$ cat src/rtl/nonce_dispatcher_if.sv
// Job request, worker drive/result and status bundle for nonce_dispatcher.
// master = host plus worker array, slave = dispatcher.
interface nonce_dispatcher_if #(
    parameter int NUM_WORKERS = 8
);
    logic                         start;
    logic [7:0][31:0]             midstate;
    logic [2:0][31:0]             header_tail;
    logic [31:0]                  nonce_base;
    logic [31:0]                  nonce_count;
    logic [31:0]                  target;
    logic                         stop_on_hit;

    logic [NUM_WORKERS-1:0]       worker_start;
    logic [NUM_WORKERS-1:0][31:0] worker_nonce;
    logic [2:0][31:0]             worker_in;
    logic [7:0][31:0]             worker_h_in;
    logic [NUM_WORKERS-1:0]       worker_done;
    logic [NUM_WORKERS-1:0][31:0] worker_h_out;

    logic                         busy;
    logic                         done;
    logic                         found;
    logic [31:0]                  found_nonce;
    logic [31:0]                  found_hash;
    logic [31:0]                  hash_count;

    modport master (
        output start, midstate, header_tail, nonce_base, nonce_count, target, stop_on_hit,
        output worker_done, worker_h_out,
        input  worker_start, worker_nonce, worker_in, worker_h_in,
        input  busy, done, found, found_nonce, found_hash, hash_count
    );

    modport slave (
        input  start, midstate, header_tail, nonce_base, nonce_count, target, stop_on_hit,
        input  worker_done, worker_h_out,
        output worker_start, worker_nonce, worker_in, worker_h_in,
        output busy, done, found, found_nonce, found_hash, hash_count
    );
endinterface

$ cat src/rtl/nonce_dispatcher.sv
// Spreads a nonce range over NUM_WORKERS hash workers, one launch per cycle to the lowest free
// worker; done pulses after every in-flight result is collected. start is ignored while busy.
module nonce_dispatcher #(
    parameter int NUM_WORKERS = 8
) (
    input  logic              clk,
    input  logic              reset,
    nonce_dispatcher_if.slave bus
);
    localparam logic [1:0] ST_IDLE    = 2'd0;
    localparam logic [1:0] ST_RUN     = 2'd1;
    localparam logic [1:0] ST_DRAIN   = 2'd2;
    localparam logic [1:0] ST_FINISH  = 2'd3;

    localparam logic [1:0] SL_FREE    = 2'd0;
    localparam logic [1:0] SL_LAUNCH1 = 2'd1;
    localparam logic [1:0] SL_LAUNCH2 = 2'd2;
    localparam logic [1:0] SL_WAIT    = 2'd3;

    logic [1:0]                   state;
    logic [NUM_WORKERS-1:0][1:0]  slot;
    logic [NUM_WORKERS-1:0][31:0] nonce_r;
    logic [7:0][31:0]             midstate_r;
    logic [2:0][31:0]             tail_r;
    logic [31:0]                  target_r;
    logic                         stop_r;
    logic [31:0]                  next_nonce;
    logic [31:0]                  remaining;
    logic                         found_r;
    logic [31:0]                  found_nonce_r;
    logic [31:0]                  found_hash_r;
    logic [31:0]                  hash_count_r;

    logic [NUM_WORKERS-1:0]       free_vec;
    logic [NUM_WORKERS-1:0]       complete_vec;
    logic [NUM_WORKERS-1:0]       hit_vec;
    logic [NUM_WORKERS-1:0]       hit_first;
    logic [NUM_WORKERS-1:0]       launch_vec;
    logic [NUM_WORKERS-1:0]       start_vec;
    logic [4:0]                   complete_cnt;
    logic [32:0]                  hash_sum;
    logic [31:0]                  hit_nonce;
    logic [31:0]                  hit_hash;
    logic                         hit_any;
    logic                         stop_now;
    logic                         launch_ok;
    logic                         launch_any;
    logic                         accept;

    assign accept = (state == ST_IDLE) && bus.start;

    always_comb begin
        free_vec     = '0;
        complete_vec = '0;
        hit_vec      = '0;
        start_vec    = '0;
        complete_cnt = '0;
        for (int j = 0; j < NUM_WORKERS; j++) begin
            free_vec[j]     = (slot[j] == SL_FREE);
            start_vec[j]    = (slot[j] == SL_LAUNCH1) || (slot[j] == SL_LAUNCH2);
            complete_vec[j] = (slot[j] == SL_WAIT) && bus.worker_done[j];
            hit_vec[j]      = complete_vec[j] && (bus.worker_h_out[j] <= target_r);
            complete_cnt    = complete_cnt + 5'(complete_vec[j]);
        end
    end

    // x & -x isolates the lowest set bit: lowest-index priority for both launch and hit capture.
    assign hit_any    = |hit_vec;
    assign hit_first  = hit_vec & (~hit_vec + NUM_WORKERS'(1));
    assign stop_now   = stop_r && (found_r || hit_any);
    assign launch_ok  = (state == ST_RUN) && (remaining != 32'd0) && !stop_now;
    assign launch_vec = launch_ok ? (free_vec & (~free_vec + NUM_WORKERS'(1))) : '0;
    assign launch_any = |launch_vec;
    assign hash_sum   = {1'b0, hash_count_r} + {28'b0, complete_cnt};

    always_comb begin
        hit_nonce = '0;
        hit_hash  = '0;
        for (int j = 0; j < NUM_WORKERS; j++) begin
            if (hit_first[j]) begin
                hit_nonce = nonce_r[j];
                hit_hash  = bus.worker_h_out[j];
            end
        end
    end

    always_ff @(posedge clk or posedge reset) begin
        if (reset) begin
            state      <= ST_IDLE;
            midstate_r <= '0;
            tail_r     <= '0;
            target_r   <= '0;
            stop_r     <= 1'b0;
            next_nonce <= '0;
            remaining  <= '0;
        end else begin
            case (state)
                ST_IDLE: begin
                    if (bus.start) begin
                        state      <= ST_RUN;
                        midstate_r <= bus.midstate;
                        tail_r     <= bus.header_tail;
                        target_r   <= bus.target;
                        stop_r     <= bus.stop_on_hit;
                        next_nonce <= bus.nonce_base;
                        remaining  <= bus.nonce_count;
                    end
                end
                ST_RUN: begin
                    if ((remaining == 32'd0) || stop_now) begin
                        state <= ST_DRAIN;
                    end else if (launch_any) begin
                        next_nonce <= next_nonce + 32'd1;
                        remaining  <= remaining - 32'd1;
                    end
                end
                ST_DRAIN: begin
                    if (&free_vec) state <= ST_FINISH;
                end
                default: state <= ST_IDLE;
            endcase
        end
    end

    always_ff @(posedge clk or posedge reset) begin
        if (reset) begin
            slot    <= '0;
            nonce_r <= '0;
        end else begin
            for (int j = 0; j < NUM_WORKERS; j++) begin
                case (slot[j])
                    SL_FREE: begin
                        if (launch_vec[j]) begin
                            slot[j]    <= SL_LAUNCH1;
                            nonce_r[j] <= next_nonce;
                        end
                    end
                    SL_LAUNCH1: slot[j] <= SL_LAUNCH2;
                    SL_LAUNCH2: slot[j] <= SL_WAIT;
                    default: begin
                        if (bus.worker_done[j]) slot[j] <= SL_FREE;
                    end
                endcase
            end
        end
    end

    // Results survive FINISH/IDLE and are only cleared by the next accepted job.
    always_ff @(posedge clk or posedge reset) begin
        if (reset) begin
            found_r       <= 1'b0;
            found_nonce_r <= '0;
            found_hash_r  <= '0;
            hash_count_r  <= '0;
        end else if (accept) begin
            found_r       <= 1'b0;
            found_nonce_r <= '0;
            found_hash_r  <= '0;
            hash_count_r  <= '0;
        end else begin
            if (complete_cnt != 5'd0) begin
                hash_count_r <= hash_sum[32] ? 32'hFFFF_FFFF : hash_sum[31:0];
            end
            if (hit_any && !found_r) begin
                found_r       <= 1'b1;
                found_nonce_r <= hit_nonce;
                found_hash_r  <= hit_hash;
            end
        end
    end

    assign bus.worker_start = start_vec;
    assign bus.worker_nonce = nonce_r;
    assign bus.worker_in    = tail_r;
    assign bus.worker_h_in  = midstate_r;
    assign bus.busy         = (state != ST_IDLE);
    assign bus.done         = (state == ST_FINISH);
    assign bus.found        = found_r;
    assign bus.found_nonce  = found_nonce_r;
    assign bus.found_hash   = found_hash_r;
    assign bus.hash_count   = hash_count_r;
endmodule

$ cat src/flat_wrapper.sv
// flat-port wrapper written by rule: the top's interface ports become plain ports
module nonce_dispatcher_flat 
#(
    parameter int NUM_WORKERS = 8
)
  (clk, reset, bus_start, bus_midstate, bus_header_tail, bus_nonce_base, bus_nonce_count, bus_target, bus_stop_on_hit, bus_worker_done, bus_worker_h_out, bus_worker_start, bus_worker_nonce, bus_worker_in, bus_worker_h_in, bus_busy, bus_done, bus_found, bus_found_nonce, bus_found_hash, bus_hash_count);
  nonce_dispatcher_if #(.NUM_WORKERS(NUM_WORKERS)) bus_i ();
  input  logic clk;
  input  logic reset;
  input wire logic [$bits(bus_i.start)-1:0] bus_start;
  input wire logic [$bits(bus_i.midstate)-1:0] bus_midstate;
  input wire logic [$bits(bus_i.header_tail)-1:0] bus_header_tail;
  input wire logic [$bits(bus_i.nonce_base)-1:0] bus_nonce_base;
  input wire logic [$bits(bus_i.nonce_count)-1:0] bus_nonce_count;
  input wire logic [$bits(bus_i.target)-1:0] bus_target;
  input wire logic [$bits(bus_i.stop_on_hit)-1:0] bus_stop_on_hit;
  input wire logic [$bits(bus_i.worker_done)-1:0] bus_worker_done;
  input wire logic [$bits(bus_i.worker_h_out)-1:0] bus_worker_h_out;
  output wire logic [$bits(bus_i.worker_start)-1:0] bus_worker_start;
  output wire logic [$bits(bus_i.worker_nonce)-1:0] bus_worker_nonce;
  output wire logic [$bits(bus_i.worker_in)-1:0] bus_worker_in;
  output wire logic [$bits(bus_i.worker_h_in)-1:0] bus_worker_h_in;
  output wire logic [$bits(bus_i.busy)-1:0] bus_busy;
  output wire logic [$bits(bus_i.done)-1:0] bus_done;
  output wire logic [$bits(bus_i.found)-1:0] bus_found;
  output wire logic [$bits(bus_i.found_nonce)-1:0] bus_found_nonce;
  output wire logic [$bits(bus_i.found_hash)-1:0] bus_found_hash;
  output wire logic [$bits(bus_i.hash_count)-1:0] bus_hash_count;
  assign bus_i.start = bus_start;
  assign bus_i.midstate = bus_midstate;
  assign bus_i.header_tail = bus_header_tail;
  assign bus_i.nonce_base = bus_nonce_base;
  assign bus_i.nonce_count = bus_nonce_count;
  assign bus_i.target = bus_target;
  assign bus_i.stop_on_hit = bus_stop_on_hit;
  assign bus_i.worker_done = bus_worker_done;
  assign bus_i.worker_h_out = bus_worker_h_out;
  assign bus_worker_start = bus_i.worker_start;
  assign bus_worker_nonce = bus_i.worker_nonce;
  assign bus_worker_in = bus_i.worker_in;
  assign bus_worker_h_in = bus_i.worker_h_in;
  assign bus_busy = bus_i.busy;
  assign bus_done = bus_i.done;
  assign bus_found = bus_i.found;
  assign bus_found_nonce = bus_i.found_nonce;
  assign bus_found_hash = bus_i.found_hash;
  assign bus_hash_count = bus_i.hash_count;
  nonce_dispatcher #(.NUM_WORKERS(NUM_WORKERS)) u_core (.clk(clk), .reset(reset), .bus(bus_i));
endmodule
$ cat config.mk
export PLATFORM = sky130hd
export DESIGN_NAME = nonce_dispatcher_flat
export DESIGN_NICKNAME = d
export VERILOG_FILES = /design/src/rtl/nonce_dispatcher_if.sv /design/src/rtl/nonce_dispatcher.sv /design/src/flat_wrapper.sv
export SDC_FILE = /design/constraint.sdc
export NUM_CORES = 2
export LEC_CHECK = 0
export BUFFER_PORTS_ARGS = -buffer_cell sky130_fd_sc_hd__buf_4
export CAP_MARGIN = 20
export CORE_AREA = 2 2 559 561
export CTS_CLUSTER_SIZE = 10
export DETAILED_ROUTE_END_ITERATION = 16
export DIE_AREA = 0 0 561 563
export PLACE_DENSITY_LB_ADDON = 0.15
export SETUP_SLACK_MARGIN = 0.1
export SLEW_MARGIN = 25
export SYNTH_ARGS = -nofsm -noshare
export SYNTH_HDL_FRONTEND = slang
export SYNTH_SLANG_ARGS = --single-unit
$ cat constraint.sdc
create_clock -name clk -period 30.6 [get_ports clk]
set_input_delay 1.53 -clock clk [delete_from_list [all_inputs] [get_ports clk]]
set_output_delay 1.53 -clock clk [all_outputs]
set_load 0.01 [all_outputs]
# Yosys cells after proc, flatten, opt, wreduce, memory -nomap -nowiden

Cells that the tools add are included.

Bits in registers: 820
Input bits: 716
Output and inout bits: 715
Logic and storage cells: 241

$add $sub $neg: 12
Magnitude comparators: 8
Equal/unequal tests: 40
Muxes and demuxes: 62
Bitwise gates (word level): 4
Reductions and logical operators: 79

Operators by type and width:

| kind                    | number |
|---|---|
| $mux W32                | 29 |
| $le A32 B32 Y1          | 8 |
| $pmux W32 S2            | 2 |
| $pmux W2 S3             | 9 |
| $mux W2                 | 19 |
| $eq A2 B2 Y1 const B    | 18 |
| $reduce_and A2 Y1       | 17 |
| $add A32 B5 Y33         | 1 |
| $add A32 B1 Y32 const B | 1 |
| $logic_not A32 Y1       | 1 |
| $reduce_bool A32 Y1     | 1 |
| $reduce_bool A4 Y1      | 8 |
| $sub A32 B1 Y32 const B | 1 |
| $add A5 B1 Y5           | 6 |
| $ne A2 B2 Y1 const B    | 11 |
| $logic_and A1 B1 Y1     | 21 |
| $eq A2 B1 Y1 const B    | 9 |
| $logic_not A2 Y1        | 9 |
| $add A8 B1 Y8 const B   | 2 |
| $and A8 B8 Y8           | 2 |
| $not A8 Y8              | 2 |
| $reduce_or A8 Y1        | 2 |
| $logic_or A1 B1 Y1      | 10 |
| $mux W8                 | 1 |
| 9 further kinds         | 15 |

# Logic depth before layout (Yosys ltp)

Word-level depth: 16
Gate-level depth with buffers: 23
Gate-level depth less buffers: 22

# Worst setup path after synthesis

OpenSTA, ideal clock, no wires.

Path type: input to register
Start point: input bus_worker_done[0]
End point: register u_core.hash_count_r[29] (netlist: u_core.bus.hash_count[29])
Library setup time: 0.137 ns
Arrival time: 6.044 ns
Required time: 30.463 ns
Path slack: 24.419 ns
Stages on the path: 20
Path buffers: 0
Cell sequence: nand2_1 > inv_1 > ha_1 > inv_1 > fa_1 > fa_1 > fa_1 > fa_1 > inv_1 > ha_1 > a21o_1 > a21oi_1 > o21ai_0 > nor2b_1 > and2_1 > nand3_1 > nor2_1 > and3_1 > a31o_2 > a21oi_1

Word-level cells in the longest chain between the ends: 12
Elaborated cells between the ends (all ways): 14
Those cells by class: add/sub: 8; mux: 3; reduce/logical: 3

RTL lines:

| item                           | RTL line                | text |
|---|---|---|
| from (decl)                    | flat_wrapper.sv:17      | `input wire logic [$bits(bus_i.worker_done)-1:0] bus_worker_done;` |
| $logic_and A1 B1 Y1 (*)        | nonce_dispatcher.sv:61  | `complete_vec[j] = (slot[j] == SL_WAIT) && bus.worker_done[j];` |
| $add A1 B1 Y2 (*)              | nonce_dispatcher.sv:63  | `complete_cnt = complete_cnt + 5'(complete_vec[j]);` |
| $add A5 B1 Y5 (*) (6 in a row) | nonce_dispatcher.sv:63  |  |
| $add A32 B5 Y33                | nonce_dispatcher.sv:74  | `assign hash_sum = {1'b0, hash_count_r} + {28'b0, complete_cnt};` |
| $mux W32                       | nonce_dispatcher.sv:162 | `hash_count_r <= hash_sum[32] ? 32'hFFFF_FFFF : hash_sum[31:0];` |
| $mux W32                       | nonce_dispatcher.sv:161 | `if (complete_cnt != 5'd0) begin` |
| $mux W32                       | nonce_dispatcher.sv:155 | `end else if (accept) begin` |
| to (signal assigned)           | nonce_dispatcher.sv:162 |  |
| to (decl)                      | nonce_dispatcher.sv:32  | `logic [31:0] hash_count_r;` |

Mark *: on every way between the ends. The rest lies on a longest branch, timed or not. The select of a mux whose other input is x is not followed.
A chain may end at the register's enable or synchronous reset.

# Worst setup path in the final report

Start point: input bus_worker_done[1]
End point: register u_core.hash_count_r[20] (netlist: u_core.bus.hash_count[20])

Same word-level chain as after synthesis.

==> impl_metrics.csv <==
group,metric,value,unit
pwr,ir_drop,53.9,uV
route,totalWireLength,294,mm
global_routing,grt_max_degree,124,
sta,finalHoldViolCount,0,
worst_setup_path,end_kind,"register",
place,gp_congestion,0.873,
synth,yosysWarnings,0,
clock_tree,postCtsSetupBuffers,0,
worst_setup_path,cpMostUsedCell,"fa_1",
sta,skew,0.0699,ns
floorplan,chipHeight,563,um
worst_setup_path,cpPeakStageDelay,0.57,ns
place,dp_hpwl,233,mm
place,preCtsSetupSlack,22.87,ns
floorplan,start_util,0.138,
place,numPortBuffers,1430,
sta,relSlewSlack,0.315,
sta,rsz0062_at_grt,"false",
place,placedInstanceArea,58500,um2
worst_setup_path,crit_type,"in2reg",
clock_tree,postCtsHoldBufs,0,
floorplan,die_w,561,um
synth,synth_ff_type,"dfrtp_1",
worst_setup_path,cp_data_required_time,31.32,ns
finish,final_area,62400,um2
route,drc_errors,0,
route,firstDrtPassIters,7,
global_routing,grt_pass1_wl,388,mm
floorplan,boundaryPins,1431,
finish,drive_gt1_frac,0.325,
worst_setup_path,startpoint_type,"input pin",
sta,fin_crit,6.88,ns
synth,synth.ff_latch_count,820,
clock_tree,clock_path_buffers,4,
clock_tree,clkTransAtPathRegs,0.05,ns
run,max_cap_violations,0,
clock_tree,cts_tree,"done",
finish,area_growth,45.5,%
sta,timing.final.crit_share,0.225,
route,initialDrtViolationCount,2888,
synth,synth_largest_area_cell,"dfrtp_1",
synth,async_reset_ff_frac,1.00,
synth,synth_top_area_frac,0.478,
route,ant_nets,0,
clock_tree,h-tree-depth,3,
floorplan,die_area,316000,um2
synth,synth.area.top_cells,"dfrtp_1 48%, nand2_1 13%, ha_1 9.0%",
global_routing,grt_pass1_vias,42022,
synth,ys_seq_area_frac,0.478,
finish,nets,6963,
clock_tree,insertion_delay,0.87,ns
global_routing,antenna_found_initial,92,
sta,whs,0.475,ns
route,avgRoutedWirePerCell,28.8,um
global_routing,grt_overflow,0,
worst_setup_path,crit_chain,"buf_4 > nand2_1 > inv_1 > ha_1 > inv_1 > fa_1 > fa_1 > fa_1 > fa_1 > fa_1 > nor2b_1 > o21ai_0 > a21oi_1 > nand4_1 > nor2_1 > and3_1 > nand2_1 > nand2_1 > o21ai_0 > a21oi_1",
clock_tree,cts_num_sinks,820,
floorplan,core,310000,um2
synth,syn-num-nets,5606,
clock_tree,cts_resized,0,
outcome,status,"finished, final reports clean",
synth,synthesis.instances,4576,
worst_setup_path,cp_slowest_cell,"nand2_1",
clock_tree,numCtsBuffers,119,
sta,setup_ws,23.72,ns
synth,synth_cell_types,77,
clock_tree,root_buffer,"clkbuf_16",
pwr,cellPowerDensity,102,nW/um2
worst_setup_path,cp_max_fo,27,
global_routing,track_usage,0.178,
route,viasPerCell,4.06,
floorplan,fp-row-count,205,
sta,setup_violations,0,
synth,synth_area,42900,um2
pwr,power.leakage,29.8,nW
place,place_inst,9952,
synth,synth-edff-count,0,
finish,final_cells,10189,
worst_setup_path,crit_arrival,7.60,ns
sta,slew_violations,0,
route,num_vias,41346,
worst_hold_path,hold_path_class,"reg2reg",
sta,fmax,145,MHz
worst_setup_path,reg2reg_setup_slack,23.90,ns
synth,avgSynthCellArea,9.38,um2
sta,tightest_slew,1.03,ns
sta,fin_setup_tns,0,ns
==> synthesized netlist by cell type (7+ instances only) <==
| library cell | number |
|---|---|
| nand2_1 | 1433 |
| dfrtp_1 | 820 |
| ha_1 | 309 |
| clkbuf_1 | 213 |
| a21oi_1 | 212 |
| o21ai_0 | 199 |
| mux2_2 | 197 |
| a22oi_1 | 129 |
| nand4_1 | 123 |
| inv_1 | 105 |
| nor2_1 | 92 |
| and3_1 | 82 |
| nor2b_1 | 72 |
| mux2_1 | 64 |
| nand3_1 | 63 |
| a31o_2 | 50 |
| nor3_1 | 36 |
| a31oi_1 | 22 |
| buf_4 | 22 |
| nand2b_1 | 19 |
| a211oi_1 | 18 |
| a21o_1 | 17 |
| buf_2 | 17 |
| o22ai_1 | 17 |
| a31o_1 | 16 |
| and2_1 | 16 |
| o211ai_1 | 15 |
| or3_1 | 14 |
| buf_1 | 13 |
| nor4_1 | 13 |
| o22a_1 | 12 |
| o2bb2ai_1 | 9 |
| a221oi_1 | 8 |
| a311oi_1 | 8 |
| mux2i_1 | 7 |
| nor4_4 | 7 |
| o31ai_1 | 7 |
==> cells by family after synthesis <==
kind of cell / synth area share
AND/OR/NAND/NOR: 0.204
flip-flops: 0.478
AO/OA/AOI/OAI: 0.120
buffers and inverters: 0.0350
adder cells (fa/ha/maj): 0.0924
multiplexers: 0.0701
XOR/XNOR: 0.000612
==> per-layer routing <==
layer / vias to the layer above / track usage / wire [um] / part of all wire
li1: 18651 / - / - / -
met5: - / 0 / 388 / 0.0013
met4: 62 / 0.0473 / 8150 / 0.028
met1: 20669 / 0.212 / 119000 / 0.41
met3: 373 / 0.0553 / 23100 / 0.079
met2: 1591 / 0.308 / 143000 / 0.49
==> flip-flops by register name, indices dropped and copies added, names as in the netlist <==
register / flops
u_core.state: 2
u_core.slot: 16
u_core.bus.worker_nonce: 256
u_core.bus.found_nonce: 32
u_core.bus.worker_in: 96
u_core.next_nonce: 32
u_core.bus.worker_h_in: 256
u_core.stop_r: 1
u_core.remaining: 32
u_core.target_r: 32
u_core.bus.hash_count: 32
u_core.bus.found: 1
u_core.bus.found_hash: 32
==> critical path: cells and delay by family <==
kind	cells	cell delay, ns
AND/OR/NAND/NOR	7	2.24
buffers and inverters	3	0.23
adder cells (fa/ha/maj)	6	2.71
AO/OA/AOI/OAI	4	0.85
==> metrics by stage <==
| stage | utilization | total power (W) |
|---|---|---|
| final | 0.201 | 0.00636 |
| after global routing | 0.201 | 0.00678 |
| after CTS | 0.201 | 0.00651 |
| after detailed placement | 0.188 | 0.00502 |
| after global placement | 0.188 | 0.00499 |
| after floorplan | - | 0.00322 |
==> cell type report <==
type                            instances  area, um2
Multi-Input combinational cell       3384      21100
Sequential cell                       820      20500
Clock inverter                         30        460
Tap cell                             4140       5180
Inverter                              107        409
Clock buffer                          180       3450
Antenna cell                           27       67.6
Timing Repair Buffer                 1501      11300
Fill cell                           34581     248000
==> cells in the final DEF, fill, tap and decap left out, types with 14 or more instances in the layout <==
master | Yosys | final
nand4_1 | 123 | 123
a31o_2 | 50 | 49
nor2_1 | 92 | 89
or3_1 | 14 | 14
nand3_1 | 63 | 63
dfrtp_1 | 820 | 820
mux2_2 | 197 | 197
buf_4 | 22 | 1499
nand2b_1 | 19 | 19
o22ai_1 | 17 | 17
mux2_1 | 64 | 64
a22oi_1 | 129 | 129
inv_1 | 105 | 104
diode_2 | 0 | 27
clkbuf_1 | 213 | 37
nor3_1 | 36 | 36
ha_1 | 309 | 308
a21oi_1 | 212 | 212
clkbuf_8 | 0 | 24
and3_1 | 82 | 81
and2_1 | 16 | 15
o211ai_1 | 15 | 15
a31oi_1 | 22 | 21
a211oi_1 | 18 | 18
nand2_1 | 1433 | 1432
a21o_1 | 17 | 17
a31o_1 | 16 | 16
nor2b_1 | 72 | 71
clkbuf_16 | 0 | 119
o21ai_0 | 199 | 197
==> where the power goes <==
part / internal (W) / switching, W
combinational: 0.00113 / 0.00182
sequential: 0.00155 / 0.000435
clock: 0.000847 / 0.000585
total: 0.00352 / 0.00284
==> worst paths after layout <==
check / from / to / cells after the start
worst min register to register: u_core.bus.worker_in[92]$_DFFE_PP0P_ / u_core.bus.worker_in[92]$_DFFE_PP0P_ / 2
worst max-delay path: bus_worker_done[1] / u_core.bus.hash_count[20]$_DFFE_PP0P_ / 20
worst max register to register: u_core.slot[2]$_DFFE_PP0P_ / u_core.bus.hash_count[20]$_DFFE_PP0P_ / 20
min in group asynchronous: reset / u_core.bus.worker_nonce[102]$_DFFE_PP0P_ / 2
max in group asynchronous: reset / u_core.bus.worker_h_in[249]$_DFFE_PP0P_ / 6
worst min-delay path: u_core.bus.worker_in[92]$_DFFE_PP0P_ / u_core.bus.worker_in[92]$_DFFE_PP0P_ / 2
Note: power is estimated with default switching activity, not from simulation.
